`config.mk`:
```
export PLATFORM = sky130hd
export DESIGN_NAME = id_stage
export DESIGN_NICKNAME = d
export VERILOG_FILES = /design/src/rtl/rv_pkg.sv /design/src/rtl/imm_gen.sv /design/src/rtl/id_stage.sv
export SDC_FILE = /design/constraint.sdc
export NUM_CORES = 1
export LEC_CHECK = 0
export ABC_CLOCK_PERIOD_IN_PS = 3400
export CORE_ASPECT_RATIO = 1.25
export CORE_MARGIN = 10
export CORE_UTILIZATION = 30
export CTS_BUF_LIST = sky130_fd_sc_hd__clkbuf_8 sky130_fd_sc_hd__clkbuf_16
export CTS_CLUSTER_SIZE = 28
export DETAILED_ROUTE_END_ITERATION = 10
export HOLD_SLACK_MARGIN = 0.06
export PLACE_DENSITY = 0.67
export SYNTH_ARGS = -nofsm -noshare
export SYNTH_HDL_FRONTEND = slang
export SYNTH_HIERARCHICAL = 1
export SYNTH_SLANG_ARGS = --single-unit
export TNS_END_PERCENT = 5
```
`constraint.sdc`:
```
create_clock -name clk_i -period 3.4 [get_ports clk_i]
set_input_delay 0.34 -clock clk_i [delete_from_list [all_inputs] [get_ports clk_i]]
set_output_delay 0.34 -clock clk_i [all_outputs]
set_load 0.05 [all_outputs]
```
`src/rtl/rv_pkg.sv`:
```
// Shared RV32I definitions: datapath width, opcodes and immediate formats.
// Used by the decode stage and its immediate generator.
package rv_pkg;

  localparam int XLEN = 32;

  localparam logic [6:0] OP_LUI    = 7'b0110111;
  localparam logic [6:0] OP_AUIPC  = 7'b0010111;
  localparam logic [6:0] OP_JAL    = 7'b1101111;
  localparam logic [6:0] OP_JALR   = 7'b1100111;
  localparam logic [6:0] OP_BRANCH = 7'b1100011;
  localparam logic [6:0] OP_LOAD   = 7'b0000011;
  localparam logic [6:0] OP_STORE  = 7'b0100011;
  localparam logic [6:0] OP_OPIMM  = 7'b0010011;
  localparam logic [6:0] OP_OP     = 7'b0110011;
  localparam logic [6:0] OP_MISC   = 7'b0001111;
  localparam logic [6:0] OP_SYSTEM = 7'b1110011;

  typedef enum logic [2:0] {
    IMM_I,
    IMM_S,
    IMM_B,
    IMM_U,
    IMM_J,
    IMM_NONE
  } imm_type_e;

endpackage

```
`src/rtl/imm_gen.sv`:
```
// Combinational RV32I immediate generator; the sign bit is always instr[31].
// The opcode bits are not needed here because the format is selected by the caller.
module imm_gen
  import rv_pkg::*;
(
  input  logic [31:0] i_instr,
  input  imm_type_e   i_type,
  output logic [31:0] o_imm
);

  logic w_s;
  logic w_unused_opc;

  assign w_s          = i_instr[31];
  assign w_unused_opc = ^i_instr[6:0];

  always_comb begin
    o_imm = '0;
    unique case (i_type)
      IMM_I: o_imm = {{20{w_s}}, i_instr[31:20]};
      IMM_S: o_imm = {{20{w_s}}, i_instr[31:25],
                      i_instr[11:7]};
      IMM_B: o_imm = {{19{w_s}}, w_s, i_instr[7],
                      i_instr[30:25], i_instr[11:8],
                      1'b0};
      IMM_U: o_imm = {i_instr[31:12], 12'b0};
      IMM_J: o_imm = {{11{w_s}}, w_s, i_instr[19:12],
                      i_instr[20], i_instr[30:21],
                      1'b0};
      default: o_imm = '0;
    endcase
  end

endmodule

```
`src/rtl/id_stage.sv`:
```
// RV32I decode stage with ID/EX register, back-pressure and flush.
// ID_WB_BYPASS_EN: forward wb_data_i on a writeback conflict instead of stalling.
module id_stage #(
  parameter int XLEN = 32
) (
  input  logic            clk_i,
  input  logic            rst_i,
  input  logic            if_valid_i,
  output logic            if_ready_o,
  input  logic [31:0]     if_instr_i,
  input  logic [XLEN-1:0] if_pc_i,
  output logic [4:0]      rf_rs1_o,
  output logic [4:0]      rf_rs2_o,
  input  logic [XLEN-1:0] rf_rs1_data_i,
  input  logic [XLEN-1:0] rf_rs2_data_i,
  input  logic            wb_we_i,
  input  logic [4:0]      wb_rd_i,
  input  logic [XLEN-1:0] wb_data_i,
  input  logic            flush_i,
  input  logic            ex_ready_i,
  output logic            ex_valid_o,
  output logic [XLEN-1:0] ex_pc_o,
  output logic [XLEN-1:0] ex_rs1_data_o,
  output logic [XLEN-1:0] ex_rs2_data_o,
  output logic [XLEN-1:0] ex_imm_o,
  output logic [4:0]      ex_rd_o,
  output logic [6:0]      ex_opcode_o,
  output logic [2:0]      ex_funct3_o,
  output logic [6:0]      ex_funct7_o,
  output logic            ex_illegal_o
);

  import rv_pkg::*;

  logic [6:0]      w_opc;
  logic [4:0]      w_rs1;
  logic [4:0]      w_rs2;
  logic            w_is_lui;
  logic            w_is_auipc;
  logic            w_is_jal;
  logic            w_is_itype;
  logic            w_is_branch;
  logic            w_is_store;
  logic            w_is_op;
  logic            w_is_misc;
  imm_type_e       w_imm_type;
  logic            w_use_rs1;
  logic            w_use_rs2;
  logic            w_no_rd;
  logic            w_illegal;
  logic [XLEN-1:0] w_imm;
  logic            w_hit1;
  logic            w_hit2;
  logic            w_stall;
  logic            w_fire;
  logic [XLEN-1:0] w_rs1_val;
  logic [XLEN-1:0] w_rs2_val;

  logic            r_valid;
  logic [XLEN-1:0] r_pc;
  logic [XLEN-1:0] r_rs1;
  logic [XLEN-1:0] r_rs2;
  logic [XLEN-1:0] r_imm;
  logic [4:0]      r_rd;
  logic [6:0]      r_opc;
  logic [2:0]      r_f3;
  logic [6:0]      r_f7;
  logic            r_ill;

  assign w_opc    = if_instr_i[6:0];
  assign w_rs1    = if_instr_i[19:15];
  assign w_rs2    = if_instr_i[24:20];
  assign rf_rs1_o = w_rs1;
  assign rf_rs2_o = w_rs2;

  assign w_is_lui    = (w_opc == OP_LUI);
  assign w_is_auipc  = (w_opc == OP_AUIPC);
  assign w_is_jal    = (w_opc == OP_JAL);
  assign w_is_itype  = (w_opc == OP_JALR)
                    || (w_opc == OP_LOAD)
                    || (w_opc == OP_OPIMM)
                    || (w_opc == OP_SYSTEM);
  assign w_is_branch = (w_opc == OP_BRANCH);
  assign w_is_store  = (w_opc == OP_STORE);
  assign w_is_op     = (w_opc == OP_OP);
  assign w_is_misc   = (w_opc == OP_MISC);

  always_comb begin
    w_imm_type = IMM_NONE;
    w_use_rs1  = 1'b1;
    w_use_rs2  = 1'b0;
    w_no_rd    = 1'b0;
    w_illegal  = 1'b0;
    unique case (1'b1)
      w_is_lui, w_is_auipc: begin
        w_imm_type = IMM_U;
        w_use_rs1  = 1'b0;
      end
      w_is_jal: begin
        w_imm_type = IMM_J;
        w_use_rs1  = 1'b0;
      end
      w_is_itype: w_imm_type = IMM_I;
      w_is_branch: begin
        w_imm_type = IMM_B;
        w_use_rs2  = 1'b1;
        w_no_rd    = 1'b1;
      end
      w_is_store: begin
        w_imm_type = IMM_S;
        w_use_rs2  = 1'b1;
        w_no_rd    = 1'b1;
      end
      w_is_op:   w_use_rs2 = 1'b1;
      w_is_misc: w_no_rd   = 1'b1;
      default: begin
        w_illegal = 1'b1;
        w_no_rd   = 1'b1;
      end
    endcase
  end

  imm_gen u_imm_gen (
    .i_instr (if_instr_i),
    .i_type  (w_imm_type),
    .o_imm   (w_imm)
  );

  // wb_rd_i != 0 already excludes x0 as a hazard source
  assign w_hit1 = wb_we_i && (wb_rd_i != 5'd0)
               && w_use_rs1 && (w_rs1 == wb_rd_i);
  assign w_hit2 = wb_we_i && (wb_rd_i != 5'd0)
               && w_use_rs2 && (w_rs2 == wb_rd_i);

  // Without bypass the stall blocks any fire on a hit, so the mux is inert
`ifdef ID_WB_BYPASS_EN
  assign w_stall = 1'b0;
`else
  assign w_stall = if_valid_i && (w_hit1 || w_hit2);
`endif

  always_comb begin
    w_rs1_val = '0;
    w_rs2_val = '0;
    if (w_use_rs1)
      w_rs1_val = w_hit1 ? wb_data_i : rf_rs1_data_i;
    if (w_use_rs2)
      w_rs2_val = w_hit2 ? wb_data_i : rf_rs2_data_i;
  end

  assign if_ready_o = !rst_i && !flush_i && !w_stall
                   && (!r_valid || ex_ready_i);
  assign w_fire     = if_valid_i && if_ready_o;

  always_ff @(posedge clk_i) begin
    if (rst_i) begin
      r_valid <= 1'b0;
      r_pc    <= '0;
      r_rs1   <= '0;
      r_rs2   <= '0;
      r_imm   <= '0;
      r_rd    <= '0;
      r_opc   <= '0;
      r_f3    <= '0;
      r_f7    <= '0;
      r_ill   <= 1'b0;
    end else if (flush_i) begin
      r_valid <= 1'b0;
    end else if (w_fire) begin
      r_valid <= 1'b1;
      r_pc    <= if_pc_i;
      r_rs1   <= w_rs1_val;
      r_rs2   <= w_rs2_val;
      r_imm   <= w_imm;
      r_rd    <= w_no_rd ? 5'd0 : if_instr_i[11:7];
      r_opc   <= w_opc;
      r_f3    <= if_instr_i[14:12];
      r_f7    <= if_instr_i[31:25];
      r_ill   <= w_illegal;
    end else if (ex_ready_i) begin
      r_valid <= 1'b0;
    end
  end

  assign ex_valid_o    = r_valid;
  assign ex_pc_o       = r_pc;
  assign ex_rs1_data_o = r_rs1;
  assign ex_rs2_data_o = r_rs2;
  assign ex_imm_o      = r_imm;
  assign ex_rd_o       = r_rd;
  assign ex_opcode_o   = r_opc;
  assign ex_funct3_o   = r_f3;
  assign ex_funct7_o   = r_f7;
  assign ex_illegal_o  = r_ill;

endmodule

```
## After elaboration in Yosys (flattened, before gate mapping)

Cells that the tools add are included.

| word-level totals | value |
|---|---|
| logic and storage cells | 69 |
| flip-flop bits (word level) | 152 |
| input port bits | 171 |

| cells by class | value |
|---|---|
| reductions and logical operators | 29 |
| mux-type cells | 12 |
| eq/ne operators | 17 |
| bitwise gates (word level) | 1 |

Operators with widths:

| operator | count |
|---|---|
| case mux 32 bit (5 select lines) | 1 |
| 2-to-1 mux 32 bit | 4 |
| equality test 7 bit (second input constant) | 4 |
| equality test 7 x 6 -> 1 bit (second input constant) | 3 |
| case mux 3 bit (5 select lines) | 1 |
| equality test 7 x 5 -> 1 bit (second input constant) | 2 |
| equality test 5 bit | 2 |
| logical AND 1 bit | 10 |
| OR reduction 8 bit | 1 |
| equality test 7 x 2 -> 1 bit (second input constant) | 1 |
| equality test 7 x 4 -> 1 bit (second input constant) | 1 |
| equality test 3 x 2 -> 1 bit (second input constant) | 2 |
| OR reduction 3 bit | 2 |
| logical OR 1 bit | 5 |
| 2-to-1 mux 1 bit | 5 |
| 2-to-1 mux 5 bit | 1 |
| nonzero test 5 bit | 1 |
| OR reduction 5 bit | 1 |
| zero test 1 bit | 4 |
| OR reduction 2 bit | 2 |
| equality test 3 x 1 -> 1 bit (second input constant) | 1 |
| equality test 3 bit (second input constant) | 1 |
| zero test 3 bit | 1 |
| AND reduction 2 bit | 1 |
| 2 further kinds | 2 |

## Longest topological paths before layout

| depth | value |
|---|---|
| depth in word-level cells | 12 |
| gate-level depth with buffers | 11 |
| depth with buffers taken out | 8 |

## Cells and area by module

The synthesis kept the hierarchy.

By module, submodules not included:

| module | instances | area each (µm²) | cells an instance |
|---|---|---|---|
| id_stage | 1 | 6582.6 | 581 |
| imm_gen | 1 | 516.7 | 97 |

## Worst setup path before layout

OpenSTA, ideal clock, no wires.

| timing | value |
|---|---|
| path kind | input port to flip-flop |
| start | input if_instr_i[6] |
| end | register r_imm[20], in the netlist ex_imm_o[20] |
| stages on the path | 10 |
| path buffers | 2 |
| setup slack | 1.211 ns |
| library setup time | 0.123 ns |
| data arrival time | 2.065 ns |
| required time | 3.277 ns |
| cells stage by stage | buf_2 > nand2_1 > nor3_1 > a31oi_1 > nor3_1 > maj3_2 > nand2b_4 > buf_2 > nand2_1 > mux2_1 |

| between the ends | value |
|---|---|
| elaborated cells between the ends (all ways) | 36 |
| classes of those cells | eq/ne: 14; mux: 4; reduce/logical: 18 |

RTL lines:

| element | RTL line | RTL |
|---|---|---|
| from (decl) | id_stage.sv:10 | `input logic [31:0] if_instr_i,` |
| equality test 7 bit or equality test 7 x 2 -> 1 bit (tied branches) | id_stage.sv:79, id_stage.sv:80 |  |
| logical OR 1 bit | id_stage.sv:80 | `\|\| (w_opc == OP_LOAD)` |
| logical OR 1 bit | id_stage.sv:81 | `\|\| (w_opc == OP_OPIMM)` |
| logical OR 1 bit | id_stage.sv:82 | `\|\| (w_opc == OP_SYSTEM);` |
| case mux 3 bit (5 select lines) * | id_stage.sv:94 | `unique case (1'b1)` |
| named net w_imm_type[1] | id_stage.sv:46 | `imm_type_e w_imm_type;` |
| equality test 3 bit (tied with other cells) | imm_gen.sv:19 | `unique case (i_type)` |
| case mux 32 bit (5 select lines) * | imm_gen.sv:19 |  |
| named net w_imm[20] | id_stage.sv:51 | `logic [XLEN-1:0] w_imm;` |
| to (signal assigned) | id_stage.sv:174 | `r_imm <= w_imm;` |
| to (decl) | id_stage.sv:63 | `logic [XLEN-1:0] r_imm;` |

The timed path passes the listed nets; every way through them passes the cells marked *.
A chain may end at the register's enable or synchronous reset.

## Final worst setup path

| timing | value |
|---|---|
| start | input if_instr_i[4] |
| end | output if_ready_o |

| between the ends | value |
|---|---|
| word-level cells in the longest chain between the ends | 10 |
| elaborated cells between the ends (all ways) | 19 |
| classes of those cells | eq/ne: 6; mux: 2; reduce/logical: 11 |

Ends and longest elaborated chain:

| element | RTL line | RTL |
|---|---|---|
| equality test 7 x 6 -> 1 bit (tied with other cells) | id_stage.sv:76 | `assign w_is_lui = (w_opc == OP_LUI);` |
| OR reduction 3 bit (no line) | - |  |
| 2-to-1 mux 1 bit | id_stage.sv:94 |  |
| logical AND 1 bit (on tied branches) (2 in a row) | id_stage.sv:131, id_stage.sv:133 |  |
| logical OR 1 bit * | id_stage.sv:139 | `assign w_stall = if_valid_i && (w_hit1 \|\| w_hit2);` |
| logical AND 1 bit * | id_stage.sv:139 |  |
| zero test 1 bit * | id_stage.sv:151 | `assign if_ready_o = !rst_i && !flush_i && !w_stall` |
| logical AND 1 bit * | id_stage.sv:151 |  |
| logical AND 1 bit * | id_stage.sv:152 | `&& (!r_valid \|\| ex_ready_i);` |
| to (decl) | id_stage.sv:9 | `output logic if_ready_o,` |

Every way passes the cells marked *; elsewhere a longest branch is shown, timed or not.

==> impl.org <==
** STA
- The smallest clock period supported by the final layout is computed as about 2.8 ns.
- Across all hold checks on the routed design, the worst slack comes to between 0.2 and 0.25 ns.
- For the final database, setup skew stands at 0.00927 ns.
- Setup violations remaining at the end of the flow were counted as 0.
- After routing, the total negative slack on setup checks comes to 0 ns.
- Final clock period utilization by the worst path :: 0.809
- The hold violation total from the final report is 0.
- Setup repair after global routing missed its margin :: false
- Final Max Slew Viols :: 0
- Based on the critical path, the design can be clocked at up to between 300 and 400 MHz.
- At the pin with the least slew margin, the transition time is a little under 1 ns.
- Remaining max-slew budget at the tightest pin :: 0.341

** Synthesis
- The number of nets handed over by synthesis was approximately 850.
- After synthesis the cells add up to about 7000 µm².
- The share of the Yosys chip area taken by registers is 0.429.
- Synth Register Bits :: 152
- The netlist uses between 40 and 50 different library cells.
- Synthesis produced approximately 680 cells.
- Yosys Warn Count :: 6
- After synthesis, the mean cell area works out to ~10 µm².

** Finish
- Area added between synthesis and finish :: 56.8%
- The finished cells cover between 10000 and 15000 µm².
- The final layout contains between 1000 and 1500 nets.
- Counting the fill cells in the layout gives between 2000 and 2500.
- Layout cell share with drive strength beyond 1 :: 0.125

** Clock tree
- In this run the deepest clock path goes through 2 buffers.
- TritonCTS built the clock tree.
- The number of hold buffers added after CTS was 0.
- The tree built by TritonCTS fans out to 152 sinks.
- Total CTS buffers :: 17
- Root Driver :: sky130_fd_sc_hd__clkbuf_16
- Post-CTS Repair Setup Buffers :: 0
- The number of gates resized after CTS was 0.
- The clock tree synthesis step divided the H-tree into 4 levels.
- The clock reaches the later pin of the worst-skew pair after about 0.42 ns.
- Clock-pin slew was measured on the worst setup and hold paths at 0.06 ns.

** Global route
- Initial antenna violation count :: 1
- Leftover overflow at the end of global routing :: 0
- First-pass GRT wire length :: ~38000 µm
- All-layer global routing usage :: 0.164
- Pin count of the biggest net entering global routing :: slightly above 90
- The number of global-route vias before repair was 6408.

** Routing
- Via density per instance :: between 4 and 5
- Violation count after the first detailed-route iteration :: roughly 280
- DR vias :: between 6000 and 7000
- Dividing the detail-routed wire length by the instance count gives approximately 20 µm.
- After detailed routing, the number of remaining DRC violations is 0.
- Overall routed net length :: 25900 µm
- For this run, the detailed router's first-pass iteration total came to 6.
- In this run the remaining antenna-violating nets after routing total 0.

** Placed design
- Port-buffer cells :: around 330
- After detailed placement, the total cell area comes to 10600 µm².
- Final weighted congestion in routability-driven placement :: 0.803
- The wire-length estimate of the detail-placed layout is just under 20000 µm.

** Setup path
- The critical path is of the in2out type.
- The worst setup path is captured at a primary output.
- In this run the worst path has a maximum fanout of 10.
- At the worst endpoint, the required time is roughly 3 ns.
- The critical path starts at if_instr_i[4].
- Crit start category :: input port
- Critical path data arrival time :: 2.41 ns
- The worst register-to-register path begins at ex_valid_o.

** Worst hold path
- In this run the worst hold path is classified as in2reg.
- The startpoint identified for the worst hold timing path is rst_i.

** Die
- Initial core utilization :: 0.307
- Row generation in the floorplan step produced 62 rows.
- In this run the horizontal extent of the chip is around 160 µm.
- In this run the standard cell core region covers between 20000 and 25000 µm².
- The die covers between 30000 and 40000 µm².
- Die span in y :: ~190 µm
- For this design the top-level I/O count stands at 334.

** Power and ir drop
- Summing internal, switching and leakage power gives ~4600 µW.
- Across the VDD grid, the largest voltage drop is approximately 0.31 mV.
- Pwr Density :: 412 nW/µm²
- In this run the static leakage power is about 0.0045 µW.

** Status
- Status :: finished clean

** Flow run
- Across the run, the number of max-cap violations was 0.
==> kinds of logic (layout without fill, tap and decap cells) <==
group	count (synthesis)	count (layout)	synth area share
flops	152	152	0.429
fa+ha+maj	1	1	0.00159
xor+xnor	10	10	0.0123
other cells	0	1	0
compound gates	114	114	0.124
mux	151	151	0.227
simple gates	182	182	0.151
buf+inv	68	381	0.0555
==> final cells by class <==
| class | count | area (µm²) | share of cell area |
|---|---|---|---|
| Timing Repair Buffer | 345 | 3470 | 0.312 |
| Tap cell | 288 | 360 | 0.0324 |
| Multi-Input combinational cell | 458 | 3680 | 0.331 |
| Clock inverter | 15 | 138 | 0.0124 |
| Clock buffer | 17 | 425 | 0.0382 |
| Antenna cell | 1 | 2.50 | 0.000225 |
| Sequential cell | 152 | 3040 | 0.273 |
| Inverter | 4 | 15.0 | 0.00135 |
==> synth_stat cells, drive strengths merged <==
cell type | instances | area share
nor2 | 10 | 0.0053
mux2 | 81 | 0.13
o21bai | 1 | 0.0011
dfxtp | 152 | 0.43
nand2b | 13 | 0.014
a41oi | 1 | 0.0012
and3 | 1 | 0.00088
nand3b | 1 | 0.0011
inv | 4 | 0.0021
nor2b | 98 | 0.086
o2bb2ai | 65 | 0.080
nor3b | 2 | 0.0021
a21boi | 3 | 0.0032
o21a | 1 | 0.0011
mux2i | 70 | 0.099
and3b | 2 | 0.0025
nand2 | 29 | 0.016
a32oi | 1 | 0.0012
and4b | 1 | 0.0014
and4 | 1 | 0.0012
nand4 | 5 | 0.0044
maj3 | 1 | 0.0016
buf | 47 | 0.044
or3b | 1 | 0.0012
and2 | 2 | 0.0018
nor3 | 6 | 0.0049
nand3 | 9 | 0.0063
clkbuf | 17 | 0.0092
nand4bb | 1 | 0.0023
o22ai | 10 | 0.0088
o21ai | 10 | 0.0070
o2111ai | 1 | 0.0012
xnor2 | 5 | 0.0062
a31oi | 1 | 0.00088
a2111oi | 1 | 0.0039
xor2 | 5 | 0.0062
a21oi | 19 | 0.014
==> power by group <==
group	internal [µW]	switching, µW	total [µW]
clock	965	856	1820
sequential	1840	30.2	1870
combinational	410	483	893
total	3220	1370	4590
==> critical path, stage by stage <==
cell and delay [ns]:
sky130_fd_sc_hd__clkdlybuf4s50_1 0.70, sky130_fd_sc_hd__and4b_1 0.24, sky130_fd_sc_hd__o2111ai_1 0.33, sky130_fd_sc_hd__nand4bb_2 0.29
sky130_fd_sc_hd__a21boi_0 0.24, sky130_fd_sc_hd__nor2_1 0.09, sky130_fd_sc_hd__buf_12 0.15
==> path summary, 6_finish.rpt <==
check	endpoint	slack (ns)	depth (start not counted)
setup / recovery	if_ready_o	0.65	7
hold / removal	ex_valid_o	0.24	3
setup reg to reg	ex_imm_o[18]	1.59	6
hold reg to reg	ex_rs2_data_o[30]	0.46	1
==> cells in the final DEF, fill, tap and decap left out, types with 2 or more instances in the layout <==
cell type	synthesis	routed
sky130_fd_sc_hd__clkdlybuf4s50_1	0	331
sky130_fd_sc_hd__dfxtp_1	152	152
sky130_fd_sc_hd__nor2b_1	98	98
sky130_fd_sc_hd__mux2i_1	70	70
sky130_fd_sc_hd__mux2_2	68	68
sky130_fd_sc_hd__o2bb2ai_1	65	65
sky130_fd_sc_hd__nand2_1	28	28
sky130_fd_sc_hd__a21oi_1	18	18
sky130_fd_sc_hd__clkbuf_16	0	17
sky130_fd_sc_hd__mux2_1	13	13
sky130_fd_sc_hd__nand2b_1	11	11
sky130_fd_sc_hd__nor2_1	10	10
sky130_fd_sc_hd__o22ai_1	10	10
sky130_fd_sc_hd__buf_4	22	10
sky130_fd_sc_hd__nand3_1	9	9
sky130_fd_sc_hd__o21ai_0	10	9
sky130_fd_sc_hd__xnor2_1	5	5
sky130_fd_sc_hd__nand4_1	5	5
sky130_fd_sc_hd__xor2_1	5	5
sky130_fd_sc_hd__inv_1	4	4
sky130_fd_sc_hd__nor3_1	5	4
sky130_fd_sc_hd__clkinvlp_4	0	4
sky130_fd_sc_hd__inv_6	0	4
sky130_fd_sc_hd__buf_12	0	4
sky130_fd_sc_hd__a21boi_0	3	3
sky130_fd_sc_hd__inv_8	0	3
sky130_fd_sc_hd__nor3_2	1	2
sky130_fd_sc_hd__and3b_1	2	2
sky130_fd_sc_hd__nor3b_1	2	2
sky130_fd_sc_hd__nand2b_4	2	2
sky130_fd_sc_hd__clkinv_4	0	2
==> flip-flops by register name, summed over array words and instances, names as in the netlist <==
| name | count |
|---|---|
| ex_funct7_o | 7 |
| ex_imm_o | 32 |
| ex_illegal_o | 1 |
| ex_funct3_o | 3 |
| ex_pc_o | 32 |
| ex_valid_o | 1 |
| ex_rs1_data_o | 32 |
| ex_opcode_o | 7 |
| ex_rs2_data_o | 32 |
| ex_rd_o | 5 |
==> per-stage QoR <==
| step | utilization | worst slack (ns) | std cells |
|---|---|---|---|
| 2_1_floorplan | - | 1.21 | 678 |
| 3_3_place_gp | 0.457 | 0.469 | 1247 |
| 3_5_place_dp | 0.457 | 0.433 | 1247 |
| 4_1_cts | 0.481 | 0.657 | 1279 |
| 5_1_grt | 0.481 | 0.539 | 1279 |
| 6_report | 0.482 | 0.649 | 1280 |
==> per-layer routing <==
layer	track usage	vias to the layer above	share of wire
met5	0	-	0
met4	0.0324	0	0.0051
met3	0.0636	10	0.090
met2	0.287	223	0.51
met1	0.186	2932	0.40
li1	-	3005	-
Note: power is estimated with default switching activity, not from simulation.
